### src/rtl/sprite_line_fetch_pkg.sv
// Shared constants and FSM encoding for the sprite line prefetcher.
package sprite_line_fetch_pkg;

   localparam int          DEF_SPR_LEN     = 16;
   localparam logic [11:0] DEF_TRANSPARENT = 12'hCBE;
   localparam logic [11:0] DEF_BG_COLOR    = 12'hFFF;
   localparam int          ROM_AW          = 17;

   typedef enum logic [1:0] {
      ST_IDLE  = 2'd0,
      ST_LOAD  = 2'd1,
      ST_FETCH = 2'd2,
      ST_DRAIN = 2'd3
   } fetch_state_e;

endpackage

### src/rtl/sprite_line_fetch_buf.sv
// One sprite's worth of pixels for the upcoming line: write by fetch column, read by screen column.
module spr_line_buf
   import sprite_line_fetch_pkg::*;
#(
   parameter int SPR_LEN = DEF_SPR_LEN,
   parameter int COL_W   = $clog2(SPR_LEN)
) (
   input  logic             pclk,
   input  logic             wr_en_i,
   input  logic [COL_W-1:0] wr_col_i,
   input  logic [11:0]      wr_data_i,
   input  logic [COL_W-1:0] rd_col_i,
   output logic [11:0]      rd_data_o
);

   // Contents are not reset; stale data is masked by the slot hit flags.
   logic [11:0] mem_q [SPR_LEN];

   always_ff @(posedge pclk) begin
      if (wr_en_i) mem_q[wr_col_i] <= wr_data_i;
   end

   assign rd_data_o = mem_q[rd_col_i];

endmodule

### src/rtl/sprite_line_fetch.sv
// Prefetches the next scanline of up to NUM_SPR sprites from ROM during blanking,
// then composites them against h_cnt with a registered pixel output.
module sprite_line_fetch
   import sprite_line_fetch_pkg::*;
#(
   parameter int          NUM_SPR     = 4,
   parameter int          SPR_LEN     = DEF_SPR_LEN,
   parameter logic [11:0] TRANSPARENT = DEF_TRANSPARENT,
   parameter logic [11:0] BG_COLOR    = DEF_BG_COLOR
) (
   input  logic                  pclk,
   input  logic                  reset,
   input  logic                  line_start,
   input  logic [9:0]            next_line,
   input  logic [NUM_SPR-1:0]    spr_en,
   input  logic [10*NUM_SPR-1:0] spr_r,
   input  logic [10*NUM_SPR-1:0] spr_c,
   input  logic [8*NUM_SPR-1:0]  spr_id,
   output logic [ROM_AW-1:0]     rom_addr,
   input  logic [11:0]           rom_data,
   input  logic [9:0]            h_cnt,
   input  logic                  valid,
   output logic [11:0]           pix_out,
   output logic                  pix_hit,
   output logic                  busy,
   output fetch_state_e          dbg_state
);

   localparam int COL_W  = (SPR_LEN > 1) ? $clog2(SPR_LEN) : 1;
   localparam int SLOT_W = (NUM_SPR > 1) ? $clog2(NUM_SPR) : 1;

   fetch_state_e       state_q;
   logic [9:0]         line_q;
   logic [NUM_SPR-1:0] hit_q;
   logic [9:0]         row_q [NUM_SPR];
   logic [9:0]         xpos_q [NUM_SPR];
   logic [7:0]         id_q [NUM_SPR];
   logic [SLOT_W-1:0]  slot_q;
   logic [COL_W-1:0]   col_q;
   logic               wr_en_q;
   logic [SLOT_W-1:0]  wr_slot_q;
   logic [COL_W-1:0]   wr_col_q;
   logic [11:0]        pix_q;
   logic               pix_hit_q;

   logic [NUM_SPR-1:0] load_hit;
   logic [9:0]         load_row [NUM_SPR];
   logic               last_col, last_slot;

   // Row within the sprite wraps modulo 1024, so rows above the sprite never hit.
   always_comb begin
      for (int i = 0; i < NUM_SPR; i++) begin
         load_row[i] = line_q - spr_r[10*i +: 10];
         load_hit[i] = spr_en[i] && (load_row[i] < 10'(SPR_LEN));
      end
   end

   assign last_col  = (col_q == COL_W'(SPR_LEN-1));
   assign last_slot = (slot_q == SLOT_W'(NUM_SPR-1));

   always_ff @(posedge pclk) begin
      if (reset) begin
         state_q   <= ST_IDLE;
         line_q    <= '0;
         hit_q     <= '0;
         slot_q    <= '0;
         col_q     <= '0;
         wr_en_q   <= 1'b0;
         wr_slot_q <= '0;
         wr_col_q  <= '0;
      end else begin
         // ROM data lands one cycle after its address, so the write is delayed to match.
         wr_en_q   <= (state_q == ST_FETCH) && hit_q[slot_q];
         wr_slot_q <= slot_q;
         wr_col_q  <= col_q;
         if (line_start) begin
            state_q <= ST_LOAD;
            line_q  <= next_line;
         end else begin
            case (state_q)
               ST_LOAD: begin
                  for (int i = 0; i < NUM_SPR; i++) begin
                     row_q[i]  <= load_row[i];
                     xpos_q[i] <= spr_c[10*i +: 10];
                     id_q[i]   <= spr_id[8*i +: 8];
                  end
                  hit_q   <= load_hit;
                  slot_q  <= '0;
                  col_q   <= '0;
                  state_q <= ST_FETCH;
               end
               ST_FETCH: begin
                  if (hit_q[slot_q] && !last_col) begin
                     col_q <= col_q + 1'b1;
                  end else begin
                     col_q <= '0;
                     if (last_slot) state_q <= ST_DRAIN;
                     else           slot_q  <= slot_q + 1'b1;
                  end
               end
               ST_DRAIN: state_q <= ST_IDLE;
               default:  state_q <= ST_IDLE;
            endcase
         end
      end
   end

   always_comb begin
      rom_addr = '0;
      if (state_q == ST_FETCH && hit_q[slot_q])
         rom_addr = ROM_AW'(id_q[slot_q]) * ROM_AW'(SPR_LEN*SPR_LEN)
                  + ROM_AW'(row_q[slot_q]) * ROM_AW'(SPR_LEN) + ROM_AW'(col_q);
   end

   logic [11:0]        rd_data [NUM_SPR];
   logic [NUM_SPR-1:0] cand;

   for (genvar g = 0; g < NUM_SPR; g++) begin : g_slot
      logic [10:0]      right_edge;
      logic [COL_W-1:0] rd_col;
      assign right_edge = {1'b0, xpos_q[g]} + 11'(SPR_LEN-1);
      assign rd_col     = COL_W'(h_cnt - xpos_q[g]);
      assign cand[g]    = hit_q[g] && (h_cnt >= xpos_q[g]) && ({1'b0, h_cnt} <= right_edge);

      spr_line_buf #(.SPR_LEN(SPR_LEN), .COL_W(COL_W)) u_buf (
         .pclk      (pclk),
         .wr_en_i   (wr_en_q && (wr_slot_q == SLOT_W'(g))),
         .wr_col_i  (wr_col_q),
         .wr_data_i (rom_data),
         .rd_col_i  (rd_col),
         .rd_data_o (rd_data[g])
      );
   end

   logic [11:0] comp_pix;
   logic        comp_hit;

   // Scan from the highest slot down so the lowest opaque slot is the last to claim the pixel.
   always_comb begin
      comp_pix = BG_COLOR;
      comp_hit = 1'b0;
      for (int i = NUM_SPR-1; i >= 0; i--) begin
         if (cand[i] && (rd_data[i] != TRANSPARENT)) begin
            comp_pix = rd_data[i];
            comp_hit = 1'b1;
         end
      end
   end

   always_ff @(posedge pclk) begin
      if (reset || !valid) begin
         pix_q     <= 12'h000;
         pix_hit_q <= 1'b0;
      end else begin
         pix_q     <= comp_pix;
         pix_hit_q <= comp_hit;
      end
   end

   assign pix_out   = pix_q;
   assign pix_hit   = pix_hit_q;
   assign busy      = (state_q != ST_IDLE);
   assign dbg_state = state_q;

endmodule
### config.mk
export PLATFORM = sky130hd
export DESIGN_NAME = sprite_line_fetch
export DESIGN_NICKNAME = d
export VERILOG_FILES = /design/src/rtl/sprite_line_fetch_pkg.sv /design/src/rtl/sprite_line_fetch_buf.sv /design/src/rtl/sprite_line_fetch.sv
export SDC_FILE = /design/constraint.sdc
export NUM_CORES = 1
export LEC_CHECK = 0
export CORE_ASPECT_RATIO = 1.1
export CORE_MARGIN = 2
export CORE_UTILIZATION = 30
export DETAILED_ROUTE_END_ITERATION = 6
export DONT_BUFFER_PORTS = 1
export SLEW_MARGIN = 20
export SYNTH_ARGS = -nofsm -noshare
export SYNTH_HDL_FRONTEND = slang
export SYNTH_SLANG_ARGS = --single-unit
### constraint.sdc
create_clock -name pclk -period 9.6 [get_ports pclk]
set_input_delay 1.92 -clock pclk [delete_from_list [all_inputs] [get_ports pclk]]
set_output_delay 1.92 -clock pclk [all_outputs]
set_load 0.1 [all_outputs]
# ---- Yosys cells after proc, flatten, opt, wreduce, memory -nomap -nowiden
# Memories as Yosys holds them, arrays and structs flattened. A register that Yosys moved wholly into a read port is not among the register bits.
# Cells that the tools add are included.
dict set report op_classes {
  addsub 16
  order_cmp 13
  eq_ne 16
  muxes 36
  n_bitwise 1
  reduce_logical 34
}
# operator n
set ops {}
lappend ops {{2-to-1 mux 12 bit} 4}
lappend ops {{inequality test 12 bit (second input constant)} 4}
lappend ops {{adder 10 x 4 -> 11 bit (second input constant)} 4}
lappend ops {{<= comparator 10 x 11 -> 1 bit} 4}
lappend ops {{greater-or-equal comparator 10 bit} 4}
lappend ops {{< comparator 10 x 5 -> 1 bit (second input constant)} 4}
lappend ops {{subtractor 10 bit} 4}
lappend ops {{logical AND 1 bit} 22}
lappend ops {{2-to-1 mux 1 bit} 18}
lappend ops {{adder 16 x 14 -> 17 bit} 1}
lappend ops {{adder 17 x 4 -> 17 bit} 1}
lappend ops {{2-to-1 mux 17 bit} 1}
lappend ops {{2-to-1 mux 2 bit} 8}
lappend ops {{subtractor 4 bit} 4}
lappend ops {{== test 2 bit (second input constant)} 4}
lappend ops {{one-hot mux 2 bit (2 select lines)} 2}
lappend ops {{one-hot mux 4 bit (2 select lines)} 1}
lappend ops {{AND reduction 2 bit} 4}
lappend ops {{inequality test 2 bit (second input constant)} 3}
lappend ops {{inequality test 3 bit (second input constant)} 2}
lappend ops {{adder 4 x 1 -> 4 bit (second input constant)} 1}
lappend ops {{== test 2 x 1 -> 1 bit (second input constant)} 2}
lappend ops {{== test 4 bit (second input constant)} 1}
lappend ops {{2-to-1 mux 4 bit} 1}
lappend ops {{other kinds (10)} 12}
dict set report word_totals {
  register_bits 42
  mem_bits_rw 880
  in_bits 152
  output_inout_bits 33
  word_cells 134
  n_memories 7
}
# name depth width read_ports rd_ports_with_merged_regs write_ports line_no
set mem_list {}
lappend mem_list {{g_slot[0].u_buf.mem_q} 16 12 1 0 1 sprite_line_fetch_buf.sv:17} ;# logic [11:0] mem_q [SPR_LEN];
lappend mem_list {{g_slot[1].u_buf.mem_q} 16 12 1 0 1 sprite_line_fetch_buf.sv:17}
lappend mem_list {{g_slot[2].u_buf.mem_q} 16 12 1 0 1 sprite_line_fetch_buf.sv:17}
lappend mem_list {{g_slot[3].u_buf.mem_q} 16 12 1 0 1 sprite_line_fetch_buf.sv:17}
lappend mem_list {row_q 4 10 1 1 4 sprite_line_fetch.sv:35} ;# logic [9:0] row_q [NUM_SPR];
lappend mem_list {xpos_q 4 10 4 0 4 sprite_line_fetch.sv:36} ;# logic [9:0] xpos_q [NUM_SPR];
lappend mem_list {{+1 memories} n/a n/a n/a n/a n/a n/a}

# ---- Depth between registers and ports, before layout
# Gate-level depths: netlist of the first run.
# An unclocked memory read counts as a cell.
dict set report logic_depth {
  ltp_word 9
  mapped_depth 16
}

# ---- By module
# From an unflattened synthesis of the first run, not the netlist that was laid out.
dict set report unflattened {
  hier_cells 2254
  hier_area_um2 39924.5
}
# module n_inst cells_per_inst area_each_um2 seq_area_each_um2
set modules_own_cells {}
lappend modules_own_cells {spr_line_buf 4 317 7359.6 5765.5}
lappend modules_own_cells {sprite_line_fetch 1 986 10486.3 4244.1}

# ---- Least setup slack after synthesis of the first run
# OpenSTA, ideal clock, no wires.
dict set report synth_path {
  path_type {input-to-reg}
  start {input line_start}
  end {memory id_q[0][0] (enable)}
  setup_ns 0.584
  t_arrival_ns 6.963
  required_ns 9.016
  setup_slack_ns 2.053
  cell_stages 3
  path_buffers 1
  cell_sequence {clkbuf_1 -> nand2b_1 -> nor2_1}
}
# element line_no
set synth_rtl {}
lappend synth_rtl {{start, declared} sprite_line_fetch.sv:13} ;# input logic line_start,
lappend synth_rtl {{end, declared} sprite_line_fetch.sv:37} ;# logic [7:0] id_q [NUM_SPR];

==> results.json, run 1 <==
{
  "status": "complete, no violations",
  "htreeDepth": 3,
  "synth_top_area_share_pct": 66.7,
  "clockRootBuffer": "clkbuf_16",
  "fillerInstances": 12300,
  "fin_ws_ns": 3.17,
  "synth_area_leaders": "edfxtp_1 67%, mux4_2 14%, ha_1 4.1%",
  "period_share_pct": 67.0,
  "synth-edff-count": 880,
  "clock.fmax_mhz": 156,
  "cpMostUsedCell": "a21o_1",
  "viasPerCell": 4.94,
  "hold_path_end": "hit_q[3]$_SDFFE_PP0P_",
  "antenna_left": 0,
  "wl_mm": 96.1,
  "syn_to_final_growth_pct": 14.5,
  "setup_tns_ns": 0,
  "dp_cells": 3913,
  "worstHoldPathCells": 2,
  "skew_ns": 0.0833,
  "path_buf_inv": 1,
  "drtIter0Drc": 2060,
  "regToRegSetupSlack_ns": 5.00,
  "arrival_ns": 4.51,
  "cp_cell_sequence": "buf_4 > mux4_2 > ha_1 > fa_1 > a21o_1 > a21o_1 > a21o_1 > a21oi_1 > xor2_1 > nor2_2",
  "hold_path_startpoint": "hit_q[3]$_SDFFE_PP0P_",
  "clock_path_buffers": 3,
  "dr.pass1.iters": 5,
  "grt_pass1_wl_mm": 142,
  "ff_latch_area_um2": 27300,
  "slowest_delay_ns": 0.84,
  "die_h_um": 385,
  "critPathCaptureType": "primary output",
  "syn_area_um2": 39600,
  "grt_pass1_vias": 21300,
  "post-place-ws_ns": 3.21,
  "multi_input_area_um2": 11800,
  "clock_latency_ns": 0.72,
  "powerDensity_nw_per_um2": 193,
  "yosys.area.top_type": "edfxtp_1",
  "antenna_cells": 0,
  "critPathMaxFanout": 18,
  "drc_errors": 0,
  "final_cells": 4087,
  "start_util_pct": 30.3,
  "hold_buffers": 0,
  "grt_overflow": 0,
  "power.leakage_uw": 0.0149,
  "hold_path_class": "reg -> reg",
  "grt_antenna_before_repair": 3,
  "seq_area_frac_synth_pct": 68.9,
  "clkSlewWorstSetupHoldPaths_ns": 0.06,
  "yosysUniqueCellTypes": 63,
  "total_power_uw": 8780,
  "dp_hpwl_mm": 63.2,
  "critPathKind": "reg -> out",
  "cts.sink_count": 924,
  "startpoint_type": "flop",
  "r2r_cells": 11,
  "cap_violations": 0,
  "timing.hold.ws_ns": 0.487,
  "fin_crit_ns": 6.43,
  "hold_viol": 0,
  "vias": 20200,
  "relSlewSlack_pct": 23.1,
  "rsz0062_at_grt": "no",
  "die_w_um": 351,
  "layout-drive-gt1-share_pct": 22.6,
  "reg2reg_from": "xpos_q[0][0]$_DFFE_PP_",
  "cts-resized-gates": 0,
  "timing.rr.end": "pix_out[10]$_SDFF_PP0_",
  "yosys_warnings": 0,
  "critPathSlowestCell": "nor2_2",
  "coreArea_um2": 131000,
  "synth-main-ff-cell": "edfxtp_1",
  "synthArstFlopShare_pct": 0,
  "io_buffer_count": 0,
  "ys_ff_latch": 924,
  "required_ns": 7.68,
  "place.gp.congestion": 0.865,
  "grt_use_total_pct": 14.3,
  "synthCells": 2166,
  "peakVddDrop_mv": 0.152,
  "crit_family": "compound AO/OA/AOI/OAI gates",
  "postCtsSetupRepairBufs": 0,
  "tightest_slew_ns": 1.15,
  "setup_violations": 0,
  "avgRoutedWirePerCell_um": 23.5,
  "cts_made_buffers": 95,
  "synth_nets": 2458,
  "drv_slew": 0,
  "syn_avg_cell_area_um2": 18.3,
  "grt_start_max_net_pins": 65,
  "cts_tree": "built",
  "fp-row-count": 139,
  "boundaryPins": 185,
  "die_area_um2": 135000,
  "layout.nets": 2543
}
==> worst max-delay path by stage <==
| stage | cells past startpoint | end | slack, ns |
|---|---|---|---|
| after floorplan | 3 | id_q[0][0]$_DFFE_PP_ | 2.05 |
| after global placement | 13 | pix_out[10]$_SDFF_PP0_ | 3.24 |
| after detailed placement | 13 | pix_out[10]$_SDFF_PP0_ | 3.21 |
| after CTS | 10 | rom_addr[14] | 3.03 |
| after global routing | 10 | rom_addr[14] | 2.92 |
| final | 10 | rom_addr[14] | 3.17 |
==> placed cells by master, fill, tap and decap left out, types with 19 or more instances in the layout <==
cell       instances
o21ai_0           37
dfxtp_1           44
buf_4             55
nor2b_1           26
ha_1             127
nor2_1           105
clkbuf_16         95
a21o_1            40
mux2_2            19
mux4_2           240
nor2_2            33
edfxtp_1         880
nor3_1            23
nand2b_1          20
a21oi_1           46
mux2i_1           49
nand2_1           52
xnor2_1           52
inv_1            106
==> through the flow <==
step,utilization [%],area (um2)
after floorplan,-,39600
after global placement,32.2,42100
after detailed placement,32.2,42200
after CTS,34.6,45300
after global routing,34.7,45400
final,34.7,45400
==> final cells by class <==
type	count	area share [%]
Inverter	106	0.877
Clock inverter	58	1.44
Clock buffer	113	5.45
Multi-Input combinational cell	1064	26.0
Timing Repair Buffer	60	1.21
Tap cell	1762	4.86
Sequential cell	924	60.2
==> state kept, by name (all words and copies together) (netlist names), named ones only <==
name	flops
wr_en_q	1
pix_hit	1
hit_q	4
col_q	4
row_q	40
dbg_state	2
xpos_q	40
g_slot.u_buf.mem_q	768
line_q	10
id_q	32
pix_out	12
wr_slot_q	2
wr_col_q	4
slot_q	2
==> metal layers <==
metal | GRT usage, % | wire (um)
met2 | 23.8 | 46900
met1 | 18.0 | 39100
met4 | 3.86 | 2170
met5 | 0 | 27
met3 | 4.36 | 7820
==> worst reg2reg max path: stages, from the launching register on <==
cell       delay, ns
edfxtp_1        0.47
ha_1            0.20
inv_1           0.07
fa_2            0.61
buf_4           0.56
mux4_2          0.45
mux4_2          0.51
or4_1           0.57
o31ai_4         0.59
nand2_1         0.18
a21oi_1         0.22
a2111oi_2       0.05
==> cells in the mapped netlist, types with 3 or more instances <==
library cell and instances:
o21ai_0 37, a311oi_1 3, nor2_1 143, or4_1 12
a211oi_1 6, buf_4 7, a21o_1 40, edfxtp_1 880
a21boi_0 5, and3_1 14, buf_2 21, nor4_1 4
nand3_1 18, nand4_1 11, mux2i_1 49, xor2_1 16
clkbuf_1 33, a31o_2 4, xnor2_1 55, mux4_2 240
buf_1 7, o311ai_0 3, o221ai_1 4, a21oi_1 46
dfxtp_1 44, ha_1 131, o21a_1 15, mux2_2 19
nor2b_1 26, fa_1 9, nand2b_1 20, a31oi_1 9
o211ai_1 7, inv_1 106, a211o_1 5, buf_6 4
nor3_1 25, nand3b_1 4, nand2_1 53
==> cell families (layout without fill, tap and decap cells) <==
family | count (synthesis) | count (layout) | synth area share (%)
and+or+nand+nor | 344 | 344 | 4.22
muxes | 308 | 308 | 15.4
DFF | 924 | 924 | 68.9
xor gates and xnor gates | 72 | 72 | 1.61
AOI/OAI and AO/OA | 200 | 200 | 3.40
buffers and inverters | 178 | 337 | 1.89
adders and majority gates | 140 | 140 | 4.59
==> power breakdown <==
part           total [uW]  switching (uW)  internal [uW]
Sequential           4470            37.6           4430
Combinational         626             331            294
Clock                3680            1600           2080
Total                8780            1970           6810
No activity file was read; power rests on OpenSTA's default activity.
==> run 2, diff against run 1 <==
==> constraint.sdc (replaced) <==
create_clock -name pclk -period 5.2 [get_ports pclk]
set_input_delay 1.04 -clock pclk [delete_from_list [all_inputs] [get_ports pclk]]
set_output_delay 1.04 -clock pclk [all_outputs]
set_load 0.1 [all_outputs]
==> run 2 against run 1 <==
Non-clock buffer count rose by 38. Routed wire length rose by 1.6%. First-iteration DRC count rose by 2.4%. Sequential share of layout area fell by 0.57 points. Register-to-register slack got worse by 4.2 ns. Clock skew fell by 0.030 ns. Sequential cell count did not move. Largest power group unchanged. Design area rose by 0.97%. Utilization rose by 0.34 points. Critical endpoint unchanged. Final cell count rose by 1.1%.
==> results.json, run 2 (synthesized netlist as in run 1, its figures left out) <==
{
  "grt_pass1_wl_mm": 144,
  "tightest_slew_ns": 1.17,
  "use_met1_pct": 18.6,
  "skew_ns": 0.0533,
  "r2r_cells": 15,
  "worstHoldPathCells": 0,
  "syn_to_final_growth_pct": 15.6,
  "drv_slew": 0,
  "hold_path_startpoint": "spr_c[25]",
  "drtIter0Drc": 2109,
  "cts.sink_count": 924,
  "htreeDepth": 3,
  "grt_overflow": 0,
  "postCtsSetupRepairBufs": 0,
  "place.gp.congestion": 0.867,
  "drc_errors": 0,
  "grt_start_max_net_pins": 65,
  "multi_input_area_um2": 11800,
  "slowest_delay_ns": 0.57,
  "final_util_pct": 35.0,
  "start_util_pct": 30.3,
  "startpoint_type": "flop",
  "layout-drive-gt1-share_pct": 23.9,
  "top_register": "g_slot.u_buf.mem_q",
  "hold_viol": 0,
  "reg_top3": "g_slot.u_buf.mem_q x768, row_q x40, xpos_q x40",
  "timing.rr.end": "pix_out[10]$_SDFF_PP0_",
  "final_cell_area_um2": 45800,
  "setup_violations": 0,
  "rsz0062_at_grt": "no",
  "clkSlewWorstSetupHoldPaths_ns": 0.06,
  "die_h_um": 385,
  "fillerInstances": 12300,
  "layout.nets": 2581,
  "grt_pass1_vias": 21600,
  "clockRootBuffer": "clkbuf_16",
  "grt_use_total_pct": 14.5,
  "power.leakage_uw": 0.0152,
  "grt_use_met2_pct": 23.7,
  "boundaryPins": 185,
  "dr.pass1.iters": 7,
  "wl_mm": 97.6,
  "critPathSlowestCell": "mux4_2",
  "relSlewSlack_pct": 22.1,
  "vias": 20500,
  "final_cell_mix": "880 x edfxtp_1, 240 x mux4_2, 127 x ha_1",
  "grtUsageMet3_pct": 4.04,
  "required_ns": 4.16,
  "viasPerCell": 4.97,
  "peakVddDrop_mv": 0.333,
  "grt.busiest_layer": "met2",
  "powerDensity_nw_per_um2": 357,
  "period_share_pct": 94.2,
  "coreArea_um2": 131000,
  "dp_hpwl_mm": 65.4,
  "antenna_cells": 0,
  "arrival_ns": 3.86,
  "fin_crit_ns": 4.90,
  "critPathMaxFanout": 6,
  "antenna_left": 0,
  "clock_path_buffers": 3,
  "status": "complete, no violations",
  "cp_cell_sequence": "mux4_2 > ha_1 > fa_1 > a21o_1 > a21o_1 > a21o_1 > a21oi_1 > xor2_1 > nor2_2 > buf_12",
  "largest_reg_flops": 768,
  "reg2reg_from": "xpos_q[0][0]$_DFFE_PP_",
  "die_w_um": 351,
  "hold_path_end": "xpos_q[2][5]$_DFFE_PP_",
  "place_area_um2": 42600,
  "cpMostUsedCell": "a21o_1",
  "regToRegSetupSlack_ns": 0.81,
  "setup_tns_ns": 0,
  "io_buffer_count": 0,
  "grt_antenna_before_repair": 8,
  "hold_path_class": "in -> reg",
  "cts_tree": "built",
  "clock.fmax_mhz": 204,
  "critPathKind": "reg -> out",
  "clock_latency_ns": 0.71,
  "critPathCaptureType": "primary output",
  "layout_commonest_cell": "edfxtp_1",
  "fp-row-count": 139,
  "timing.hold.ws_ns": 0.430,
  "cap_violations": 0,
  "avgRoutedWirePerCell_um": 23.6,
  "ff_latch_area_um2": 27300,
  "die_area_um2": 135000,
  "cts_made_buffers": 95
}
## run 2: layer usage
layer | routed length [um] | part of all wire, %
met4 | 2740 | 2.8
met1 | 39700 | 41
met3 | 8280 | 8.5
met2 | 46800 | 48
met5 | 51 | 0.052
## run 2: per-stage QoR
step / worst slack, ns / power [uW] / std cells
global route: 0.0656 / 16900 / 4134
finish: 0.301 / 16400 / 4134
detailed placement: 0.136 / 9590 / 3954
CTS: 0.111 / 16500 / 4134
floorplan: 0.00313 / 9250 / 2166
global placement: 0.211 / 9570 / 3951
## run 2: critical path: cells and delay by family (launching register included)
kind                       cells  cell delay (ns)
AOI/OAI and AO/OA              4             0.89
adders and majority gates      2             0.74
buffers and inverters          1             0.20
xor gates and xnor gates       1             0.22
DFF                            1             0.49
and+or+nand+nor                1             0.07
muxes                          1             0.57
## run 2: final cells by class
class                           instances  share of cell area [%]
Inverter                              106                   0.868
Tap cell                             1762                    4.81
Sequential cell                       924                    59.6
Timing Repair Buffer                   98                    2.01
Multi-Input combinational cell       1064                    25.7
Clock inverter                         70                    1.67
Clock buffer                          110                    5.36
## run 2: report_power, final
part | switching, uW | total, uW | internal, uW
Sequential | 63.4 | 8250 | 8190
Clock | 3000 | 6950 | 3950
Combinational | 620 | 1180 | 561
## run 2: worst max path at each step
| stage | from | to | slack [ns] | cells after the start |
|---|---|---|---|---|
| 6_report | flop | rom_addr[14] | 0.30 | 10 |
| 5_1_grt | flop | rom_addr[15] | 0.07 | 12 |
| 4_1_cts | flop | rom_addr[14] | 0.11 | 10 |
| 3_5_place_dp | h_cnt[0] | pix_out[9]$_SDFF_PP0_ | 0.14 | 14 |
| 3_3_place_gp | h_cnt[0] | pix_out[7]$_SDFF_PP0_ | 0.21 | 13 |
| 2_1_floorplan | flop | rom_addr[13] | 0.003 | 10 |
## run 2: what timing repair did
item,CTS,global route
resized for setup,1,1
endpoints found under the setup margin,2,1
hold buffers,0,0
pin swaps,0,0
==> run 3, diff against run 2 <==
==> constraint.sdc (replaced) <==
create_clock -name pclk -period 4.03 [get_ports pclk]
set_input_delay 0.806 -clock pclk [delete_from_list [all_inputs] [get_ports pclk]]
set_output_delay 0.806 -clock pclk [all_outputs]
set_load 0.1 [all_outputs]
==> run 3 against run 2 <==
The run now ends with negative setup slack left. Highest routed layer is now met4. Critical endpoint unchanged. Critical path depth is 1 higher. Combinational power is 53% higher. Clock-buffer cell count is 9 higher. Utilization is 0.88 points higher. Die area stayed put. Power is 28% higher. Critical path type unchanged.
==> results.json, run 3 (synthesized netlist as in run 1, its figures left out) <==
{
  "cts_made_buffers": 95,
  "final_cell_mix": "880 x edfxtp_1, 240 x mux4_2, 172 x buf_4",
  "critPathCaptureType": "primary output",
  "grt_overflow": 0,
  "hold_path_end": "line_q[0]$_SDFFE_PP0P_",
  "multi_input_area_um2": 11900,
  "hold_path_class": "in -> reg",
  "drv_slew": 0,
  "period_share_pct": 106,
  "io_buffer_count": 0,
  "coreArea_um2": 131000,
  "drtIter0Drc": 2056,
  "clockRootBuffer": "clkbuf_16",
  "top_register": "g_slot.u_buf.mem_q",
  "wl_mm": 99.9,
  "regToRegSetupSlack_ns": 0.16,
  "die_area_um2": 135000,
  "cts_tree": "built",
  "powerDensity_nw_per_um2": 445,
  "hold_buffers": 0,
  "status": "finished with violations",
  "avgRoutedWirePerCell_um": 23.5,
  "critPathKind": "reg -> out",
  "path_buf_inv": 3,
  "power.leakage_uw": 0.0158,
  "syn_to_final_growth_pct": 18.5,
  "violations": "negative setup slack",
  "startpoint_type": "flop",
  "reg_top3": "g_slot.u_buf.mem_q x768, row_q x40, xpos_q x40",
  "final_cell_area_um2": 47000,
  "grt_pass1_wl_mm": 148,
  "layout_commonest_cell": "edfxtp_1",
  "viasPerCell": 4.94,
  "layout.nets": 2701,
  "slowest_delay_ns": 0.57,
  "antenna_left": 0,
  "fillerInstances": 12200,
  "clock.fmax_mhz": 235,
  "cts.sink_count": 924,
  "place.gp.congestion": 0.879,
  "crit_family": "compound AO/OA/AOI/OAI gates",
  "cp.depth": 11,
  "cpMostUsedCell": "a21o_1",
  "r2r_cells": 11,
  "fp-row-count": 139,
  "boundaryPins": 185,
  "fin_crit_ns": 4.26,
  "antenna_cells": 0,
  "skew_ns": 0.0306,
  "grt_use_total_pct": 14.8,
  "tightest_slew_ns": 1.17,
  "clkSlewWorstSetupHoldPaths_ns": 0.06,
  "rsz0062_at_grt": "yes",
  "hold_path_startpoint": "reset",
  "grt_antenna_before_repair": 5,
  "timing.rr.end": "pix_out[8]$_SDFF_PP0_",
  "post-place-ws_ns": -0.337,
  "total_power_uw": 20900,
  "timing.hold.ws_ns": 0.208,
  "place_area_um2": 43800,
  "layout-drive-gt1-share_pct": 27.4,
  "drc_errors": 0,
  "vias": 21000,
  "htreeDepth": 3,
  "required_ns": 3.22,
  "arrival_ns": 3.45,
  "dp_hpwl_mm": 67.1,
  "cp_cell_sequence": "buf_12 > mux4_2 > buf_6 > fa_2 > a21o_1 > a21o_1 > a21o_1 > a21oi_2 > xor2_2 > nor2_4 > buf_12",
  "critPathSlowestCell": "mux4_2",
  "ff_latch_area_um2": 27300,
  "clock_latency_ns": 0.68,
  "fin_ws_ns": -0.229,
  "peakVddDrop_mv": 0.315,
  "dr.pass1.iters": 6,
  "hold_viol": 0,
  "die_h_um": 385,
  "cap_violations": 0,
  "die_w_um": 351,
  "grt_start_max_net_pins": 113,
  "worstHoldPathCells": 1,
  "setup_violations": 4,
  "grt_pass1_vias": 22600,
  "critPathMaxFanout": 7,
  "reg2reg_from": "xpos_q[0][0]$_DFFE_PP_",
  "relSlewSlack_pct": 22.1,
  "largest_reg_flops": 768,
  "clock_path_buffers": 3,
  "start_util_pct": 30.3
}
==> run 3: cell types whose count changed in the layout (fill, tap and decap cells not counted), sizes merged <==
cell,previous run,this run
clkinv,44,34
clkinvlp,5,11
buf,98,218
clkbuf,110,119
bufinv,10,5
inv,117,109
==> run 3: layout make-up <==
class / count / area share, %
timing repair buffer: 218 / 4.69
inverter: 106 / 0.855
tap: 1762 / 4.69
clock inverter: 53 / 0.914
multi-input combinational: 1064 / 25.3
sequential: 924 / 58.1
clock buffer: 119 / 5.43
==> run 3: timing repair <==
item | CTS | global route
setup endpoints to repair | 5 | 15
gates cloned | 0 | 0
gates resized for setup | 16 | 9
setup buffers | 5 | 2
pin swaps | 16 | 7
==> run 3: worst max path at each step <==
stage / to / slack, ns
CTS: rom_addr[14] / -0.36
finish: rom_addr[14] / -0.23
global route: rom_addr[14] / -0.35
floorplan: pix_out[10]$_SDFF_PP0_ / 0.008
detailed placement: pix_out[9]$_SDFF_PP0_ / -0.34
global placement: pix_out[3]$_SDFF_PP0_ / -0.31
==> run 3: where the power goes <==
group          internal [uW]  leakage (uW)  switching [uW]
Clock                   4810       0.00144            3640
Sequential             10600       0.00828            82.0
Combinational            946       0.00612             867
Total                  16300        0.0158            4590
==> run 3: metrics by stage <==
stage	TNS (ns)	instances	utilization (%)
after floorplan	0	2166	-
after global placement	-2.68	4067	33.5
after detailed placement	-3.26	4067	33.5
after CTS	-1.15	4244	35.9
after global routing	-1.16	4246	35.9
final	-0.599	4246	35.9
==> run 3: per-layer routing <==
metal | vias to the layer above | GRT usage (%) | routed length [um]
met5 | - | 0 | 0
met4 | 0 | 3.64 | 1800
met3 | 138 | 3.20 | 7700
met2 | 762 | 25.4 | 50300
met1 | 10900 | 19.0 | 40200
li1 | 9156 | - | -
==> run 3: worst reg2reg max path, delay by kind of cell (launching register included) <==
kind	cells	cell delay, ns
compound gates	2	0.60
fa+ha+maj	2	0.73
buf+inv	3	0.49
flops	1	0.43
mux	2	0.84
simple gates	2	0.62
